### config.mk
export PLATFORM = sky130hd
export DESIGN_NAME = cov_predict_engine
export DESIGN_NICKNAME = d
export VERILOG_FILES = /design/src/rtl/kf_pkg.sv /design/src/rtl/kf_mac_sat.sv /design/src/rtl/cov_predict_engine.sv
export SDC_FILE = /design/constraint.sdc
export NUM_CORES = 2
export LEC_CHECK = 0
export BUFFER_PORTS_ARGS = -buffer_cell sky130_fd_sc_hd__buf_2
export CORE_MARGIN = 4
export CORE_UTILIZATION = 30
export CTS_CLUSTER_DIAMETER = 40
export DETAILED_ROUTE_END_ITERATION = 16
export PLACE_DENSITY = 0.52
export SYNTH_ARGS = -nofsm -noshare
export SYNTH_HDL_FRONTEND = slang
export SYNTH_SLANG_ARGS = --single-unit
export TNS_END_PERCENT = 5
### constraint.sdc
create_clock -name clk -period 27.5 [get_ports clk]
set_input_delay 2.75 -clock clk [delete_from_list [all_inputs] [get_ports clk]]
set_output_delay 2.75 -clock clk [all_outputs]
set_load 0.03 [all_outputs]
### src/rtl/kf_pkg.sv
// Shared FSM state type and saturation helper for the covariance prediction engine.
package kf_pkg;

    typedef enum logic [2:0] {
        IDLE,
        MUL1,
        MUL2,
        SYM,
        DONE
    } kf_state_e;

    // Wide enough for any accumulator the engine can be built with.
    localparam int CLIP_W = 64;

    function automatic logic signed [CLIP_W-1:0] sat_clip(
        input logic signed [CLIP_W-1:0] x,
        input int                       w
    );
        logic signed [CLIP_W-1:0] hi;
        logic signed [CLIP_W-1:0] lo;
        hi = (64'sd1 <<< (w - 1)) - 64'sd1;
        lo = -hi - 64'sd1;
        if (x > hi) return hi;
        if (x < lo) return lo;
        return x;
    endfunction

endpackage

### src/rtl/kf_mac_sat.sv
// Signed multiply-accumulate with floor shift by FRAC and saturation to WIDTH bits.
module kf_mac_sat
    import kf_pkg::*;
#(
    parameter int WIDTH = 16,
    parameter int FRAC  = 8,
    parameter int ACCW  = 2 * WIDTH + 2
) (
    input  logic                    clk,
    input  logic                    reset,
    input  logic                    en,
    input  logic                    first,
    input  logic signed [WIDTH-1:0] bias,
    input  logic signed [WIDTH-1:0] a,
    input  logic signed [WIDTH-1:0] b,
    output logic signed [WIDTH-1:0] result,
    output logic                    sat
);

    logic signed [2*WIDTH-1:0] a_ext;
    logic signed [2*WIDTH-1:0] b_ext;
    logic signed [2*WIDTH-1:0] prod;
    logic signed [ACCW-1:0]    bias_ext;
    logic signed [ACCW-1:0]    prod_ext;
    logic signed [ACCW-1:0]    base;
    logic signed [ACCW-1:0]    sum;
    logic signed [ACCW-1:0]    shifted;
    logic signed [ACCW-1:0]    acc_q;
    logic signed [CLIP_W-1:0]  wide;
    logic signed [CLIP_W-1:0]  clipped;

    assign a_ext    = {{WIDTH{a[WIDTH-1]}}, a};
    assign b_ext    = {{WIDTH{b[WIDTH-1]}}, b};
    assign prod     = a_ext * b_ext;
    assign prod_ext = {{(ACCW-2*WIDTH){prod[2*WIDTH-1]}}, prod};
    assign bias_ext = {{(ACCW-WIDTH){bias[WIDTH-1]}}, bias};

    // The first product of each element starts from the bias, aligned to the product's binary point.
    assign base    = first ? (bias_ext <<< FRAC) : acc_q;
    assign sum     = base + prod_ext;
    assign shifted = sum >>> FRAC;
    assign wide    = {{(CLIP_W-ACCW){shifted[ACCW-1]}}, shifted};
    assign clipped = sat_clip(wide, WIDTH);
    assign sat     = (clipped != wide);
    assign result  = clipped[WIDTH-1:0];

    always_ff @(posedge clk or posedge reset) begin
        if (reset) begin
            acc_q <= '0;
        end else if (en) begin
            acc_q <= sum;
        end
    end

endmodule

### src/rtl/cov_predict_engine.sv
// Covariance prediction P <= A P A^T + Q using one time-shared MAC, with optional symmetrization.
module cov_predict_engine
    import kf_pkg::*;
#(
    parameter int WIDTH  = 16,
    parameter int FRAC   = 8,
    parameter int NOS    = 4,
    parameter int SYM_EN = 1
) (
    input  logic             clk,
    input  logic             reset,
    input  logic             start,
    input  logic             load_p0,
    input  logic [WIDTH-1:0] A  [0:NOS-1][0:NOS-1],
    input  logic [WIDTH-1:0] Q  [0:NOS-1][0:NOS-1],
    input  logic [WIDTH-1:0] P0 [0:NOS-1][0:NOS-1],
    output logic [WIDTH-1:0] P  [0:NOS-1][0:NOS-1],
    output logic             busy,
    output logic             done,
    output logic             sat_flag
);

    localparam int CW   = $clog2(NOS);
    localparam int ACCW = 2 * WIDTH + CW + 1;
    localparam logic [CW-1:0] LAST = CW'(NOS - 1);

    kf_state_e state;
    logic [CW-1:0] i, j, k;
    logic [WIDTH-1:0] p_r  [0:NOS-1][0:NOS-1];
    logic [WIDTH-1:0] t_r  [0:NOS-1][0:NOS-1];
    logic [WIDTH-1:0] pn_r [0:NOS-1][0:NOS-1];
    logic [WIDTH-1:0] sym_p[0:NOS-1][0:NOS-1];

    logic                    mac_en;
    logic                    mac_first;
    logic                    mac_last;
    logic signed [WIDTH-1:0] op_a;
    logic signed [WIDTH-1:0] op_b;
    logic signed [WIDTH-1:0] bias;
    logic signed [WIDTH-1:0] mac_res;
    logic                    mac_sat;

    assign P         = p_r;
    assign mac_first = (k == '0);
    assign mac_last  = (k == LAST);

    // NOTE: every output of this block gets a default first, so no path leaves a latch behind.
    always_comb begin
        mac_en = 1'b0;
        op_a   = '0;
        op_b   = '0;
        bias   = '0;
        case (state)
            MUL1: begin
                mac_en = 1'b1;
                op_a   = A[i][k];
                op_b   = p_r[k][j];
            end
            MUL2: begin
                mac_en = 1'b1;
                op_a   = t_r[i][k];
                op_b   = A[j][k];
                bias   = Q[i][j];
            end
            default: ;
        endcase
    end

    // Averaging at WIDTH+1 bits cannot overflow, so no saturation is needed here.
    always_comb begin
        sym_p = pn_r;
        if (SYM_EN != 0) begin
            for (int r = 0; r < NOS; r++) begin
                for (int c = 0; c < NOS; c++) begin
                    sym_p[r][c] = WIDTH'(($signed({pn_r[r][c][WIDTH-1], pn_r[r][c]})
                                        + $signed({pn_r[c][r][WIDTH-1], pn_r[c][r]})) >>> 1);
                end
            end
        end
    end

    kf_mac_sat #(
        .WIDTH (WIDTH),
        .FRAC  (FRAC),
        .ACCW  (ACCW)
    ) u_mac (
        .clk    (clk),
        .reset  (reset),
        .en     (mac_en),
        .first  (mac_first),
        .bias   (bias),
        .a      (op_a),
        .b      (op_b),
        .result (mac_res),
        .sat    (mac_sat)
    );

    // NOTE: state updates use non-blocking assignments; the matrix registers are reset too so an aborted prediction leaves P cleared.
    always_ff @(posedge clk or posedge reset) begin
        if (reset) begin
            state    <= IDLE;
            i        <= '0;
            j        <= '0;
            k        <= '0;
            busy     <= 1'b0;
            done     <= 1'b0;
            sat_flag <= 1'b0;
            p_r      <= '{default: '0};
            t_r      <= '{default: '0};
            pn_r     <= '{default: '0};
        end else begin
            done <= 1'b0;
            case (state)
                IDLE: begin
                    if (load_p0) begin
                        p_r <= P0;
                    end else if (start) begin
                        state    <= MUL1;
                        busy     <= 1'b1;
                        sat_flag <= 1'b0;
                        i        <= '0;
                        j        <= '0;
                        k        <= '0;
                    end
                end
                MUL1, MUL2: begin
                    if (mac_last) begin
                        if (mac_sat) sat_flag <= 1'b1;
                        if (state == MUL1) t_r[i][j]  <= mac_res;
                        else               pn_r[i][j] <= mac_res;
                        k <= '0;
                        if (j == LAST) begin
                            j <= '0;
                            if (i == LAST) begin
                                i     <= '0;
                                state <= (state == MUL1) ? MUL2 : SYM;
                            end else begin
                                i <= i + 1'b1;
                            end
                        end else begin
                            j <= j + 1'b1;
                        end
                    end else begin
                        k <= k + 1'b1;
                    end
                end
                SYM: begin
                    p_r   <= sym_p;
                    state <= DONE;
                    done  <= 1'b1;
                end
                DONE: begin
                    state <= IDLE;
                    busy  <= 1'b0;
                end
                default: begin
                    state <= IDLE;
                    busy  <= 1'b0;
                end
            endcase
        end
    end

endmodule
After elaboration in Yosys (flattened, before gate mapping)
Cells that the tools add are included.
- RAM bits: 0
- latch bits: 0
- bits of input ports: 772
- memories: 0
- register bits after elaboration: 815
- logic and storage cells: 191
- output and inout port bits: 259
- bits in read-only memories: 0
- add/sub/neg operators: 14
- multiply operators: 1
- $lt $le $gt $ge: 7
- reductions and logical operators: 17
- shift operators: 0
- muxes and demuxes: 77
- bitwise logic cells: 5
- equality and inequality tests: 14
- divide/modulo/power cells: 0
- operators by type and width (cell ; number):
    $mux 64 ; 15
    $bmux 64 s2 ; 5
    $bwmux 256 ; 2
    $pmux 256 s2 ; 1
    $mux 256 ; 1
    $mux 16 ; 12
    $add 16x16->17 ; 10
    $bmux 16 s2 ; 5
    $demux 64 s2 ; 1
    $ne 64x27->1 ; 1
    $pmux 16 s2 ; 2
    $add 35x32->35 ; 1
    $mux 35 ; 1
    $demux 16 s2 ; 1
    $mul 16x16->32 ; 1
    $gt 27x16->1 const B ; 1
    $lt 27x16->1 const B ; 1
    $mux 2 ; 8
    $mux 3 ; 5
    $reduce_and 5->1 ; 3
    $mux 1 ; 12
    $pmux 2 s2 ; 3
    $reduce_and 3->1 ; 4
    $ge 3x3->1 const B ; 3
    other kinds (19) ; 36

Longest topological paths before layout
- depth in word-level cells: 19
- depth in mapped cells: 41
- depth with buffers taken out: 35

Hierarchy
Synthesis repeated with hierarchy kept, for this count alone.
- cell total of the unflattened synthesis: 5199
- area total of the unflattened synthesis: 58982.8 um^2
- modules (own cells, without submodules) (module ; cells each ; seq. area each (um^2) ; times used ; area each (um^2)):
    cov_predict_engine ; 3764 ; 19518.7 ; 1 ; 45578.7
    kf_mac_sat ; 1435 ; 875.8 ; 1 ; 13404.1

Least setup slack after synthesis
No wires, ideal clock.
- path kind: input port to flip-flop
- start point: input A[33] in the netlist's numbering
- end point: register t_r[1] in the netlist's numbering
- library setup time: 0.130 ns
- cell stages on the path: 33
- setup slack: 16.160 ns
- arrival: 11.209 ns
- required time: 27.370 ns
- path buffers: 4
- cells stage by stage: mux4_2 -> mux4_2 -> a22oi_1 -> clkbuf_1 -> nor2_1 -> fa_1 -> inv_1 -> fa_1 -> fa_1 -> fa_1 -> inv_1 -> fa_1 -> inv_1 -> fa_1 -> inv_1 -> ha_1 -> a21oi_1 -> a211oi_1 -> o21ai_0 -> nand4b_1 -> o22ai_1 -> xor2_1 -> or3_1 -> nor4_1 -> nand4b_1 -> or3_1 -> ha_1 -> buf_1 -> clkbuf_1 -> nor2_1 -> nor2_4 -> buf_6 -> o21ai_1
- word-level cells in the longest chain between the ends: 15
- elaborated cells on any way between the ends: 25
- those cells by class: add/sub (1); mul (1); order compare (2); mux (21)
- RTL lines (item ; RTL line ; text):
    start, declared ; cov_predict_engine.sv:14 ; input logic [WIDTH-1:0] A [0:NOS-1][0:NOS-1],
    $bmux 64 s2, on equally long branches ; cov_predict_engine.sv:56, cov_predict_engine.sv:62 ;
    $mux 64, on equally long branches (2 in a row) ; cov_predict_engine.sv:56, cov_predict_engine.sv:62 ;
    $bmux 16 s2, on equally long branches ; cov_predict_engine.sv:56, cov_predict_engine.sv:62 ;
    $mux 16, on equally long branches (2 in a row) ; cov_predict_engine.sv:56, cov_predict_engine.sv:62 ;
    $pmux 16 s2 ; cov_predict_engine.sv:53 ; case (state)
    $mul 16x16->32 * ; kf_mac_sat.sv:34 ; assign prod = a_ext * b_ext;
    $add 35x32->35 * ; kf_mac_sat.sv:40 ; assign sum = base + prod_ext;
    $lt 27x16->1 ; kf_pkg.sv:24 ; if (x < lo) return lo;
    $mux 1 (2 in a row) ; kf_pkg.sv:24 ;
    $mux 64 ; kf_pkg.sv:25 ; return x;
    $mux 64 * ; kf_pkg.sv:24 ;
    $bwmux 256 * ; cov_predict_engine.sv:129 ; if (state == MUL1) t_r[i][j] <= mac_res;
    end signal, assigned by index ; cov_predict_engine.sv:129 ;
    end, declared ; cov_predict_engine.sv:30 ; logic [WIDTH-1:0] t_r [0:NOS-1][0:NOS-1];
Every way passes the cells marked *; elsewhere a longest branch is shown, timed or not. The select of a mux whose other input is x is not followed.
A chain may end at the register's enable or synchronous reset.

Final worst setup path
- start point: register i[1]
- end point: register pn_r[176] in the netlist's numbering
- word-level cells in the longest chain between the ends: 16
- elaborated cells on any way between the ends: 38
- those cells by class: add/sub (1); mul (1); order compare (4); mux (30); bitwise (1); reduce/logical (1)
- RTL lines (item ; RTL line ; text):
    start, declared ; cov_predict_engine.sv:28 ; logic [CW-1:0] i, j, k;
    start signal, assigned ; cov_predict_engine.sv:138 ; i <= i + 1'b1;
    $not 2->3 (not written as such) * ; - ;
    $bmux 64 s2, on equally long branches ; cov_predict_engine.sv:61, cov_predict_engine.sv:56, cov_predict_engine.sv:63 ;
    $mux 64, on equally long branches (2 in a row) ; cov_predict_engine.sv:61, cov_predict_engine.sv:56, cov_predict_engine.sv:63 ;
    $bmux 16 s2, on equally long branches ; cov_predict_engine.sv:61, cov_predict_engine.sv:56, cov_predict_engine.sv:63 ;
    $mux 16, on equally long branches (2 in a row) ; cov_predict_engine.sv:61, cov_predict_engine.sv:56, cov_predict_engine.sv:63 ;
    $pmux 16 s2 / $mux 16 (equally long branches) ; cov_predict_engine.sv:53 ;
    $mul 16x16->32 / $mux 35 (equally long branches) ; kf_mac_sat.sv:34, kf_mac_sat.sv:39 ;
    $add 35x32->35 ; kf_mac_sat.sv:40 ;
    $lt 27x16->1 ; kf_pkg.sv:24 ;
    $mux 1 (2 in a row) ; kf_pkg.sv:24 ;
    $mux 64 ; kf_pkg.sv:25 ;
    $mux 64 ; kf_pkg.sv:24 ;
    $bwmux 256 * ; cov_predict_engine.sv:130 ; else pn_r[i][j] <= mac_res;
    end signal, assigned by index ; cov_predict_engine.sv:130 ;
    end, declared ; cov_predict_engine.sv:31 ; logic [WIDTH-1:0] pn_r [0:NOS-1][0:NOS-1];
Marks and branches as above.

==> summary.md <==
| Metric | Value |
|---|---|
| Crit path top cell by count | `fa_1` |
| CTS HTree Levels | `4` |
| Library cells used by synthesis | `71` |
| Critical path fanouts, max | `50` |
| Final Hold Fails | `0` |
| Core area | `189000 µm²` |
| Crit path max-delay family | `adder cells` |
| RSZ-0062 raised after global routing | `no` |
| Async SR Flop Fraction | `1.00` |
| Synthesized flop and latch total | `815` |
| CP required | `28.07 ns` |
| Hold Path Depth | `2` |
| Worst relative slew slack | `0.199` |
| 1st-iter DRT viols | `about 5300` |
| Data arrival, critical path | `13.67 ns` |
| Wire length per cell | `30.3 µm` |
| Crit Path Category | `reg2reg` |
| First-pass GRT wire length | `386000 µm` |
| Reg2reg setup slack | `14.40 ns` |
| I/O pins | `1031` |
| Sink Count | `roughly 800` |
| WHS Endpoint | `u_mac.acc_q[0]` |
| Post-CTS Hold Buffers | `0` |
| Die Height | `444 µm` |
| Via density | `5.47` |
| Antenna Violating Nets Remaining | `1` |
| First-pass detailed-route iteration total | `6` |
| Largest net degree at the start of global routing | `roughly 160` |
| Multi-input gate area | `~33000 µm²` |
| Met2 usage | `0.406` |
| Clk root buf | `clkbuf_16` |
| Crit end category | `flip-flop` |
| Max Clock Freq | `~0.076 GHz` |
| Hold crit path type | `reg2reg` |
| Dpl hpwl | `between 200000 and 250000 µm` |
| Crit-path slowest cell | `a21oi_4` |
| M3 GR Usage | `0.0808` |
| CTS Buf Count | `132` |
| GRT busiest layer | `met2` |
| Drt total wl | `280000 µm` |
| Top_reg_cell synth | `dfrtp_1` |
| Failing checks | `antenna violations` |
| I/O Buffers | `1030` |
| Most common cell after layout, fill and taps aside | `buf_2` |
| Fin. max-slew vios | `0` |
| Setup-failing EPs final | `0` |
| Layout cell share with drive strength beyond 1 | `0.275` |
| Clk_skew | `~0.038 ns` |
| Most frequent cells in the layout | `buf_2, dfrtp_1, nor2_1, nand2_1, a21oi_1` |
| DR DRC count | `0` |
| Clk buf depth | `3` |
| Hold Path Origin | `u_mac.acc_q[0]` |
| CP max stage delay | `0.80 ns` |
| Global Route met1 Usage | `0.388` |
| Die X | `444 µm` |
| Post-synth EDFFs | `0` |
| Syn Inst Count | `~5800` |
| Sequential Area | `20400 µm²` |
| Max-cap violation count | `0` |
| Synth-to-layout area growth | `21.3%` |
| Synthesized net count | `~7000` |
| Vias in the first global route | `between 40000 and 50000` |
| Nets@finish | `7908` |
| Antenna violations before repair | `83` |
| Worst Path Buf+Inv | `9` |
| Critical R2R Launch | `i[1]` |
| CTS tree | `done` |
| GR Overflow Total | `0` |
| Row count | `159` |
| CP startpoint kind | `flip-flop` |
| Clk slew on worst S/H paths | `~0.050 ns` |
| R2r endpoint | `pn_r[176]` |
| Run status | `complete, but fails checks` |
| Die area | `slightly below 200000 µm²` |
| Initial core utilization | `0.303` |
| Worst skew pair latency | `about 0.76 ns` |
| PostCTS Resize Cnt | `0` |
| GR Util All Layers | `0.275` |
| Fillcell total | `~19000` |
| Tightest Pin Transition | `1.20 ns` |
| Routed vias | `about 50000` |
| Post-CTS setup buffer count | `0` |
| Min Tclk post-route | `13.10 ns` |
| Final period util | `0.476` |
| Cell count of the worst reg-to-reg path | `33` |
| Register area share after synthesis | `0.357` |
| Setup tns final | `0 ns` |
| Post-Syn Area | `roughly 57000 µm²` |
| Syn_area_per_cell | `9.93 µm²` |
| Synth warn | `0` |
| Gpl congestion | `~1.0` |
per-stage QoR:
step,cell area [µm²],hold slack [ns],setup WS (ns),util,std cells
floorplan,57200,0.431,1.86,-,5757
global placement,64600,0.441,14.30,0.342,8976
detailed placement,64600,0.448,14.20,0.342,8976
CTS,69300,0.459,14.57,0.367,9215
global route,69300,0.491,13.96,0.367,9229
finish,69300,0.455,14.40,0.368,9246
worst register-to-register path: cells and delay by family, from the launching register on:
| kind | cells | cell delay [ns] |
|---|---|---|
| AO/OA/AOI/OAI | 7 | 2.77 |
| flip-flops | 1 | 0.69 |
| buffers and inverters | 9 | 2.82 |
| XOR/XNOR | 1 | 0.16 |
| AND/OR/NAND/NOR | 6 | 1.31 |
| adder cells (fa/ha/maj) | 8 | 4.16 |
| multiplexers | 2 | 1.01 |
how the worst max path moves through the flow:
stage	slack (ns)	cells after the start	end	startpoint
6_report	14.40	33	pn_r[176]	i[1]
5_1_grt	13.96	32	pn_r[176]	i[0]
4_1_cts	14.57	33	pn_r[160]	i[1]
3_5_place_dp	14.20	31	pn_r[172]	A[83]
3_3_place_gp	14.30	31	pn_r[7]	A[83]
2_1_floorplan	1.86	1	P[0]	reset
metal layers:
metal / vias to the layer above / part of all wire
li1: 21600 / -
met1: 26000 / 0.42
met5: - / 0.0013
met2: 2493 / 0.44
met3: 431 / 0.10
met4: 54 / 0.032
layout make-up:
type                       count  area share
clock inverter                63      0.0128
multi-input combinational   4073       0.482
inverter                     470      0.0256
clock buffer                 176      0.0549
antenna                       31     0.00112
tap                         2495      0.0450
timing repair buffer        1123      0.0846
sequential                   815       0.294
flip-flops by register name (all words and copies together) (netlist names):
name         flops
i                2
pn_r           256
state            3
t_r            256
busy             1
j                2
done             1
sat_flag         1
P              256
k                2
u_mac.acc_q     35
synth_stat cells, drive strengths merged, types with 66 or more instances:
cell      n  area share
a21oi   599       0.054
a31oi    95       0.010
buf     113       0.013
clkbuf  286       0.019
dfrtp   815        0.36
fa      317        0.11
ha      204       0.045
inv     469       0.031
mux4    390        0.15
nand2   707       0.046
nand3    96      0.0085
nor2    788       0.053
o21ai   374       0.033
xnor2    66       0.011
cells by family (layout without fill, tap and decap cells):
| kind of cell | count (synthesis) | after routing | share of synthesized area |
|---|---|---|---|
| compound gates | 1268 | 1268 | 0.126 |
| xor+xnor | 102 | 102 | 0.0160 |
| fa+ha+maj | 521 | 521 | 0.156 |
| buf+inv | 869 | 1832 | 0.0622 |
| flops | 815 | 815 | 0.357 |
| mux | 394 | 394 | 0.154 |
| other cells | 0 | 31 | 0 |
| simple gates | 1788 | 1788 | 0.129 |
Power is left out: the tool's default activity adds up to more than one toggle a clock period on the data nets, which glitch-free logic cannot reach.
